<file path="config.mk">
export PLATFORM = sky130hd
export DESIGN_NAME = drum_div_u
export DESIGN_NICKNAME = d
export VERILOG_FILES = /design/src/rtl/drum_pkg.sv /design/src/rtl/drum_div_reduce.sv /design/src/rtl/drum_div_u.sv
export SDC_FILE = /design/constraint.sdc
export NUM_CORES = 1
export LEC_CHECK = 0
export ABC_AREA = 0
export CORE_UTILIZATION = 40
export DETAILED_ROUTE_END_ITERATION = 8
export PLACE_DENSITY = 0.68
export SKIP_CTS_REPAIR_TIMING = 1
export SLEW_MARGIN = 25
export SYNTH_ARGS = -nofsm -noshare
export SYNTH_HDL_FRONTEND = slang
export SYNTH_SLANG_ARGS = --single-unit
</file>
<file path="constraint.sdc">
create_clock -name clk -period 2.15 [get_ports clk]
set_input_delay 0.43 -clock clk [delete_from_list [all_inputs] [get_ports clk]]
set_output_delay 0.43 -clock clk [all_outputs]
set_load 0.03 [all_outputs]
</file>
<file path="src/rtl/drum_pkg.sv">
// Shared types and elaboration helpers for the DRUM approximate divider.
package drum_pkg;

    typedef enum logic [1:0] {
        IDLE = 2'd0,
        DIV  = 2'd1,
        FIN  = 2'd2,
        DONE = 2'd3
    } div_state_e;

    function automatic int clog2(input int v);
        int r;
        r = 0;
        while ((1 << r) < v) r++;
        return r;
    endfunction

    // One quotient bit per mantissa bit plus one per fractional bit appended.
    function automatic int iter_count(input int k, input int w);
        return k + w;
    endfunction

endpackage

</file>
<file path="src/rtl/drum_div_reduce.sv">
// Dynamic-range operand reduction: keep the leading one, K-2 following bits and a forced LSB.
module drum_div_reduce
    import drum_pkg::*;
#(
    parameter  int WIDTH = 16,
    parameter  int K     = 4,
    localparam int PW    = clog2(WIDTH)
) (
    input  logic [WIDTH-1:0] x_i,
    output logic [K-1:0]     m_o,
    output logic [PW-1:0]    p_o
);

    logic [PW-1:0] ka;

    always_comb begin
        ka = '0;
        for (int i = 0; i < WIDTH; i++) begin
            if (x_i[i]) ka = PW'(i);
        end
        m_o = x_i[K-1:0];
        p_o = '0;
        // Shifting right by ka-K+2 leaves the leading one at bit K-2.
        if (ka >= PW'(K)) begin
            p_o = ka - PW'(K - 1);
            m_o = {(K-1)'(x_i >> (ka - PW'(K - 2))), 1'b1};
        end
    end

endmodule

</file>
<file path="src/rtl/drum_div_u.sv">
// Iterative approximate unsigned divider: reduced mantissas, restoring divide, realigning shift.
module drum_div_u
    import drum_pkg::*;
#(
    parameter  int WIDTH = 16,
    parameter  int K     = 4,
    localparam int PW    = clog2(WIDTH),
    localparam int ITER  = iter_count(K, WIDTH),
    localparam int CW    = clog2(ITER),
    localparam int SHW   = clog2(2 * WIDTH)
) (
    input  logic             clk,
    input  logic             rst_n,
    input  logic             in_valid,
    output logic             in_ready,
    input  logic [WIDTH-1:0] a,
    input  logic [WIDTH-1:0] b,
    output logic             out_valid,
    input  logic             out_ready,
    output logic [WIDTH-1:0] q,
    output logic             dbz
);

    div_state_e       state_q;
    logic             in_ready_q;
    logic             out_valid_q;
    logic [WIDTH-1:0] q_q;
    logic             dbz_q;
    logic [K+WIDTH-1:0] dvd_q, dvd_d;
    logic [K-1:0]     rem_q, rem_d;
    logic [K-1:0]     mb_q;
    logic [SHW-1:0]   sh_q, sh_d;
    logic [CW-1:0]    cnt_q;

    logic [K-1:0]     ma, mb;
    logic [PW-1:0]    pa, pb;
    logic [K:0]       rem_sh;
    logic             ge;

    drum_div_reduce #(.WIDTH(WIDTH), .K(K)) u_red_a (.x_i(a), .m_o(ma), .p_o(pa));
    drum_div_reduce #(.WIDTH(WIDTH), .K(K)) u_red_b (.x_i(b), .m_o(mb), .p_o(pb));

    // Modular arithmetic is safe: the true shift always lies in K..2*WIDTH-K.
    assign sh_d = SHW'(WIDTH) - SHW'(pa) + SHW'(pb);

    // Remainder after a successful subtract is below mb, so K bits hold it.
    always_comb begin
        rem_sh = {rem_q, dvd_q[K+WIDTH-1]};
        ge     = (rem_sh >= {1'b0, mb_q});
        rem_d  = ge ? (rem_sh[K-1:0] - mb_q) : rem_sh[K-1:0];
        dvd_d  = {dvd_q[K+WIDTH-2:0], ge};
    end

    always_ff @(posedge clk or negedge rst_n) begin
        if (!rst_n) begin
            state_q     <= IDLE;
            in_ready_q  <= 1'b1;
            out_valid_q <= 1'b0;
            q_q         <= '0;
            dbz_q       <= 1'b0;
            dvd_q       <= '0;
            rem_q       <= '0;
            mb_q        <= '0;
            sh_q        <= '0;
            cnt_q       <= '0;
        end else begin
            case (state_q)
                IDLE: begin
                    if (in_valid) begin
                        in_ready_q <= 1'b0;
                        dvd_q      <= {ma, {WIDTH{1'b0}}};
                        rem_q      <= '0;
                        mb_q       <= mb;
                        sh_q       <= sh_d;
                        cnt_q      <= '0;
                        dbz_q      <= (b == '0);
                        state_q    <= (b == '0) ? FIN : DIV;
                    end
                end
                DIV: begin
                    dvd_q <= dvd_d;
                    rem_q <= rem_d;
                    cnt_q <= cnt_q + 1'b1;
                    if (cnt_q == CW'(ITER - 1)) state_q <= FIN;
                end
                FIN: begin
                    q_q         <= dbz_q ? '1 : WIDTH'(dvd_q >> sh_q);
                    out_valid_q <= 1'b1;
                    state_q     <= DONE;
                end
                DONE: begin
                    if (out_ready) begin
                        out_valid_q <= 1'b0;
                        in_ready_q  <= 1'b1;
                        state_q     <= IDLE;
                    end
                end
                default: state_q <= IDLE;
            endcase
        end
    end

    assign in_ready  = in_ready_q;
    assign out_valid = out_valid_q;
    assign q         = q_q;
    assign dbz       = dbz_q;

endmodule

</file>
# ---- After elaboration in Yosys (flattened, before gate mapping)
# Cells that the tools add are included.
# Widths: inputs -> output; s select.
dict set report classes {
  addsub 8
  n_lt_le_gt_ge 3
  n_eq_ne 7
  n_shift 3
  n_mux 52
  reduce_logical 10
}
# op n
set ops {}
lappend ops {{$mux 4} 22}
lappend ops {{$pmux 20 s2} 1}
lappend ops {{$shr 16x4->3} 2}
lappend ops {{$mux 3} 8}
lappend ops {{$mux 20} 1}
lappend ops {{$shr 20x5->16} 1}
lappend ops {{$logic_not 16->1} 1}
lappend ops {{$mux 16} 1}
lappend ops {{$mux 2} 8}
lappend ops {{$sub 4x2->4 const B} 4}
lappend ops {{$pmux 5 s2} 1}
lappend ops {{$ge 4x3->1 const B} 2}
lappend ops {{$pmux 2 s4} 1}
lappend ops {{$pmux 4 s2} 1}
lappend ops {{$ne 2x2->1 const B} 3}
lappend ops {{$reduce_and 2->1} 3}
lappend ops {{$reduce_and 3->1} 2}
lappend ops {{$reduce_bool 2->1} 3}
lappend ops {{$add 5x1->5 const B} 1}
lappend ops {{$add 5x4->5} 1}
lappend ops {{$eq 5x5->1 const B} 1}
lappend ops {{$ge 5x4->1} 1}
lappend ops {{$mux 1} 5}
lappend ops {{$mux 5} 1}
lappend ops {{6 further kinds} 8}
dict set report totals {
  reg_bits 59
  in_bits 36
  elab_cells 93
}

# ---- Longest topological paths before layout
dict set report logic_depth {
  word_depth 20
  depth_mapped 15
  mapped_depth_nobuf 14
}

# ---- Cells and area by module
# A second synthesis with hierarchy kept.
dict set report unflattened {
  hier_cells 590
  hier_area_um2 5365.1
}
# module n_inst cells_each area_per_inst_um2 seq_area_each_um2
set modules_own_cells {}
lappend modules_own_cells {drum_div_u 1 334 3681.0 1477.7}
lappend modules_own_cells {drum_div_reduce 2 128 842.1 0.0}

# ---- Least setup slack after synthesis
# No wires, ideal clock.
dict set report synth_path {
  path_kind {input port to flip-flop}
  from {input port a[9]}
  to {register sh_q[2]}
  arrival_ps 2617
  required_time_ps 2014
  setup_slack_ps -604
  path_stages 12
  path_buffers 1
  path_cell_list {buf_2 > or3b_4 > a311oi_4 > a31oi_4 > ha_1 > nand2_1 > inv_1 > fa_1 > nor2b_1 > nor2_1 > o21ai_0 > o21ai_0}
}
dict set report synth_between {
  elab_chain_cells 11
}
# item line_no
set synth_rtl {}
lappend synth_rtl {{from (decl)} drum_div_u.sv:16} ;# input logic [WIDTH-1:0] a,
lappend synth_rtl {{$mux 4 (*) (7 in a row)} drum_div_reduce.sv:19} ;# if (x_i[i]) ka = PW'(i);
lappend synth_rtl {{$sub 4x2->4 / $ge 4x3->1 (equally long branches)} {drum_div_reduce.sv:25, drum_div_reduce.sv:24}}
lappend synth_rtl {{$mux 4 (*)} drum_div_reduce.sv:24} ;# if (ka >= PW'(K)) begin
lappend synth_rtl {{$sub 5x4->5 (*)} drum_div_u.sv:44} ;# assign sh_d = SHW'(WIDTH) - SHW'(pa) + SHW'(pb);
lappend synth_rtl {{$add 5x4->5 (*)} drum_div_u.sv:44}
lappend synth_rtl {{to (signal assigned)} drum_div_u.sv:64} ;# sh_q <= '0;
lappend synth_rtl {{to (signal assigned)} drum_div_u.sv:74} ;# sh_q <= sh_d;
lappend synth_rtl {{to (decl)} drum_div_u.sv:32} ;# logic [SHW-1:0] sh_q, sh_d;
# Every way passes the cells marked *; elsewhere a longest branch is shown, timed or not.
# A chain may end at the register's enable or synchronous reset.

# ---- Final worst setup path
dict set report layout_path {
  from {input port b[3]}
  to {register sh_q[2]}
}
dict set report layout_between {
  elab_chain_cells 16
}
# item line_no
set layout_rtl {}
lappend layout_rtl {{from (decl)} drum_div_u.sv:17} ;# input logic [WIDTH-1:0] b,
lappend layout_rtl {{$mux 2 (*)} drum_div_reduce.sv:19}
lappend layout_rtl {{$mux 3 (*) (4 in a row)} drum_div_reduce.sv:19}
lappend layout_rtl {{$mux 4 (*) (8 in a row)} drum_div_reduce.sv:19}
lappend layout_rtl {{$sub 4x2->4 / $ge 4x3->1 (equally long branches)} {drum_div_reduce.sv:25, drum_div_reduce.sv:24}}
lappend layout_rtl {{$mux 4 (*)} drum_div_reduce.sv:24}
lappend layout_rtl {{$add 5x4->5 (*)} drum_div_u.sv:44}
# Marks and branches as above.

==> results.json <==
{
  "outcome": "finished, violations left",
  "violations": "negative setup slack",
  "worst_slack_ps": -237,
  "antenna_found_initial": 0,
  "placementRows": 40,
  "synth_edf_count": 0,
  "ios": 55,
  "fin_nets": 828,
  "routed_wl_um": 15100,
  "p_leak_nw": 3.28,
  "antenna_cells": 0,
  "period_share_pct": 111,
  "initial_utilization_pct": 41.4,
  "syn_avg_cell_area_um2": 8.24,
  "ant_nets": 0,
  "grt_usage_pct": 22.9,
  "hold_class": "in -> async",
  "clk_pin_slew_worst_paths_ps": 50,
  "synth-main-ff-cell": "dfrtp_1",
  "area_growth_pct": 47.9,
  "fin_worst_skew_ps": 5.72,
  "fp.dieW_um": 114,
  "grt_overflow": 0,
  "cts_max_level": 3,
  "m1WireLength_um": 6510,
  "wl_met2_um": 7530,
  "relSlewSlack_pct": 60.9,
  "rsz0062_at_grt": "yes",
  "crit_fanout": 3,
  "synthArstFlopShare_pct": 100,
  "vias": 5251,
  "firstDrtPassIters": 4,
  "cp_slowest_cell": "fa_2",
  "slew_violations": 0,
  "grt_pass1_vias": 5194,
  "finalHoldViolCount": 0,
  "syn_inst": 608,
  "root_buffer": "clkbuf_16",
  "cap_violations": 0,
  "die_h_um": 114,
  "avgRoutedWirePerCell_um": 16.0,
  "synth.distinct_cells": 73,
  "portBuffers": 54,
  "drt_iter0_drc": 320,
  "drc_errors": 0,
  "postSynthRegisterBits": 59,
  "dp_cells": 915,
  "cts_made_buffers": 9,
  "synthesis.nets": 665,
  "cp_slowest_stage_delay_ps": 420,
  "worstSetupPathType": "in -> reg",
  "peakVddDrop_mv": 0.481,
  "endpoint_kind": "flip-flop",
  "hpwl_um": 11300,
  "drive_gt1_share_pct": 33.8,
  "vias_per_cell": 5.56,
  "ys_seq_area_share_pct": 29.5,
  "fin_cells": 944,
  "critPathRequiredTime_ps": 2350,
  "dr.max_layer_used": "met4",
  "gp_congestion": 0.918,
  "grt_pass1_wl_um": 23900,
  "cp-start-kind": "input port",
  "crit_arrival_ps": 2590,
  "cts_tree": "built",
  "layout_commonest_cell": "buf_4",
  "timing.fmax_ghz": 0.419,
  "crit_chain": "dlymetal6s2s_1 -> o311ai_4 -> a211oi_4 -> nor2_4 -> inv_4 -> ha_4 -> and2_4 -> inv_2 -> fa_2 -> nor2b_4 -> nor2_1 -> o21ai_1 -> o21ai_1",
  "tightest_slew_ps": 587,
  "finalSetupViolations": 7,
  "crit_top_cell": "o21ai_1",
  "coreArea_um2": 12100,
  "die_area_um2": 13000,
  "grt_max_degree": 36,
  "whs_ps": 101,
  "met3WireLength_um": 582,
  "syn-cell-area_um2": 5010,
  "clk_path_buf_depth": 2,
  "p_per_area_nw_per_um2": 993,
  "cts_sinks": 59,
  "min_period_ps": 2390,
  "clk_latency_ps": 330,
  "mostFrequentLayoutCells": "123 x buf_4, 87 x nand2_1, 58 x dfrtp_1",
  "ys_warn_count": 0
}
[critical path, delay by kind of cell]
family / cells / cell delay, ps
AND/OR/NAND/NOR: 4 / 480
adder cells (fa/ha/maj): 2 / 670
AO/OA/AOI/OAI: 4 / 740
buffers and inverters: 3 / 270
[Yosys cell counts, types with 3 or more instances]
| cell type | instances | share of area, % |
|---|---|---|
| nand2_1 | 88 | 6.6 |
| nor2_1 | 66 | 4.9 |
| dfrtp_1 | 58 | 29 |
| a21oi_1 | 45 | 4.5 |
| o21ai_0 | 45 | 4.5 |
| inv_1 | 30 | 2.2 |
| clkbuf_1 | 21 | 1.6 |
| ha_1 | 19 | 4.7 |
| a22o_1 | 17 | 3.0 |
| mux4_2 | 16 | 7.2 |
| nand3_1 | 16 | 1.6 |
| mux2i_1 | 13 | 2.6 |
| a31oi_1 | 11 | 1.4 |
| nand2b_1 | 10 | 1.2 |
| nor2b_1 | 10 | 1.2 |
| nor3_1 | 9 | 0.90 |
| buf_2 | 8 | 0.80 |
| o211ai_1 | 8 | 1.2 |
| o22ai_1 | 8 | 1.0 |
| mux2_2 | 7 | 1.6 |
| a221oi_1 | 5 | 0.87 |
| a22oi_1 | 5 | 0.75 |
| and2_1 | 5 | 0.62 |
| nand4_1 | 5 | 0.62 |
| o21a_1 | 5 | 0.75 |
| xor2_1 | 5 | 0.87 |
| nor4_1 | 4 | 0.50 |
| o31ai_1 | 4 | 0.60 |
| a211oi_1 | 3 | 0.45 |
| buf_1 | 3 | 0.22 |
| inv_2 | 3 | 0.22 |
| o21ai_1 | 3 | 0.30 |
[cell type report]
cell class | count | area (um2)
clock buffer | 12 | 267
multi-input combinational | 481 | 3690
inverter | 34 | 133
sequential | 59 | 1480
tap | 168 | 210
timing repair buffer | 186 | 1590
fill | 1083 | 4700
clock inverter | 4 | 47.5
[sequential cells by signal (all words and copies together), names as in the netlist]
name	flops
rem_q	4
dvd_q	20
state_q	2
cnt_q	5
dbz	1
mb_q	4
in_ready	1
out_valid	1
sh_q	5
q	16
[where the power goes]
part	switching [mW]	total [mW]	internal (mW)
combinational	2.31	4.04	1.73
clock	0.492	1.48	0.986
sequential	0.326	1.84	1.51
[through the flow]
stage / worst slack (ps) / util (%) / cell area [um2] / power [mW] / TNS (ps)
3_5_place_dp: -970 / 54.9 / 6650 / 5.74 / -11290
3_3_place_gp: -884 / 54.9 / 6650 / 5.59 / -10800
4_1_cts: -637 / 57.5 / 6960 / 7.27 / -6190
6_report: -237 / 61.2 / 7410 / 7.36 / -822
5_1_grt: -304 / 61.2 / 7410 / 7.87 / -1390
2_1_floorplan: -433 / - / 5170 / 4.38 / -2440
[logic make-up (layout without fill, tap and decap cells)]
| kind of cell | Yosys count | after routing | synth area share (%) |
|---|---|---|---|
| buf+inv | 68 | 236 | 5.52 |
| mux | 37 | 37 | 11.6 |
| fa+ha+maj | 21 | 21 | 5.54 |
| compound gates | 192 | 192 | 26.4 |
| simple gates | 225 | 225 | 20.4 |
| xor+xnor | 6 | 6 | 1.05 |
| flops | 59 | 59 | 29.5 |
[metal layers]
| metal | vias up | track usage (%) |
|---|---|---|
| met5 | - | 0 |
| met4 | 0 | 10.9 |
| met3 | 43 | 2.76 |
| met2 | 156 | 38.9 |
| met1 | 2502 | 28.9 |
| li1 | 2550 | - |
[final timing paths]
| check | to | from | slack, ps | cells after the start |
|---|---|---|---|---|
| worst max-delay path | sh_q[2]$_DFFE_PN0P_ | b[3] | -240 | 13 |
| worst min-delay path | dvd_q[4]$_DFFE_PN0P_ | rst_n | 100 | 1 |
| worst max register to register | q[1]$_DFFE_PN0P_ | sh_q[0]$_DFFE_PN0P_ | 160 | 8 |
| worst min register to register | q[15]$_DFFE_PN0P_ | q[15]$_DFFE_PN0P_ | 490 | 1 |
| max in group asynchronous | sh_q[3]$_DFFE_PN0P_ | rst_n | 1460 | 2 |
| min in group clk | q[15]$_DFFE_PN0P_ | q[15]$_DFFE_PN0P_ | 490 | 1 |
(Power assumes the default switching activity.)
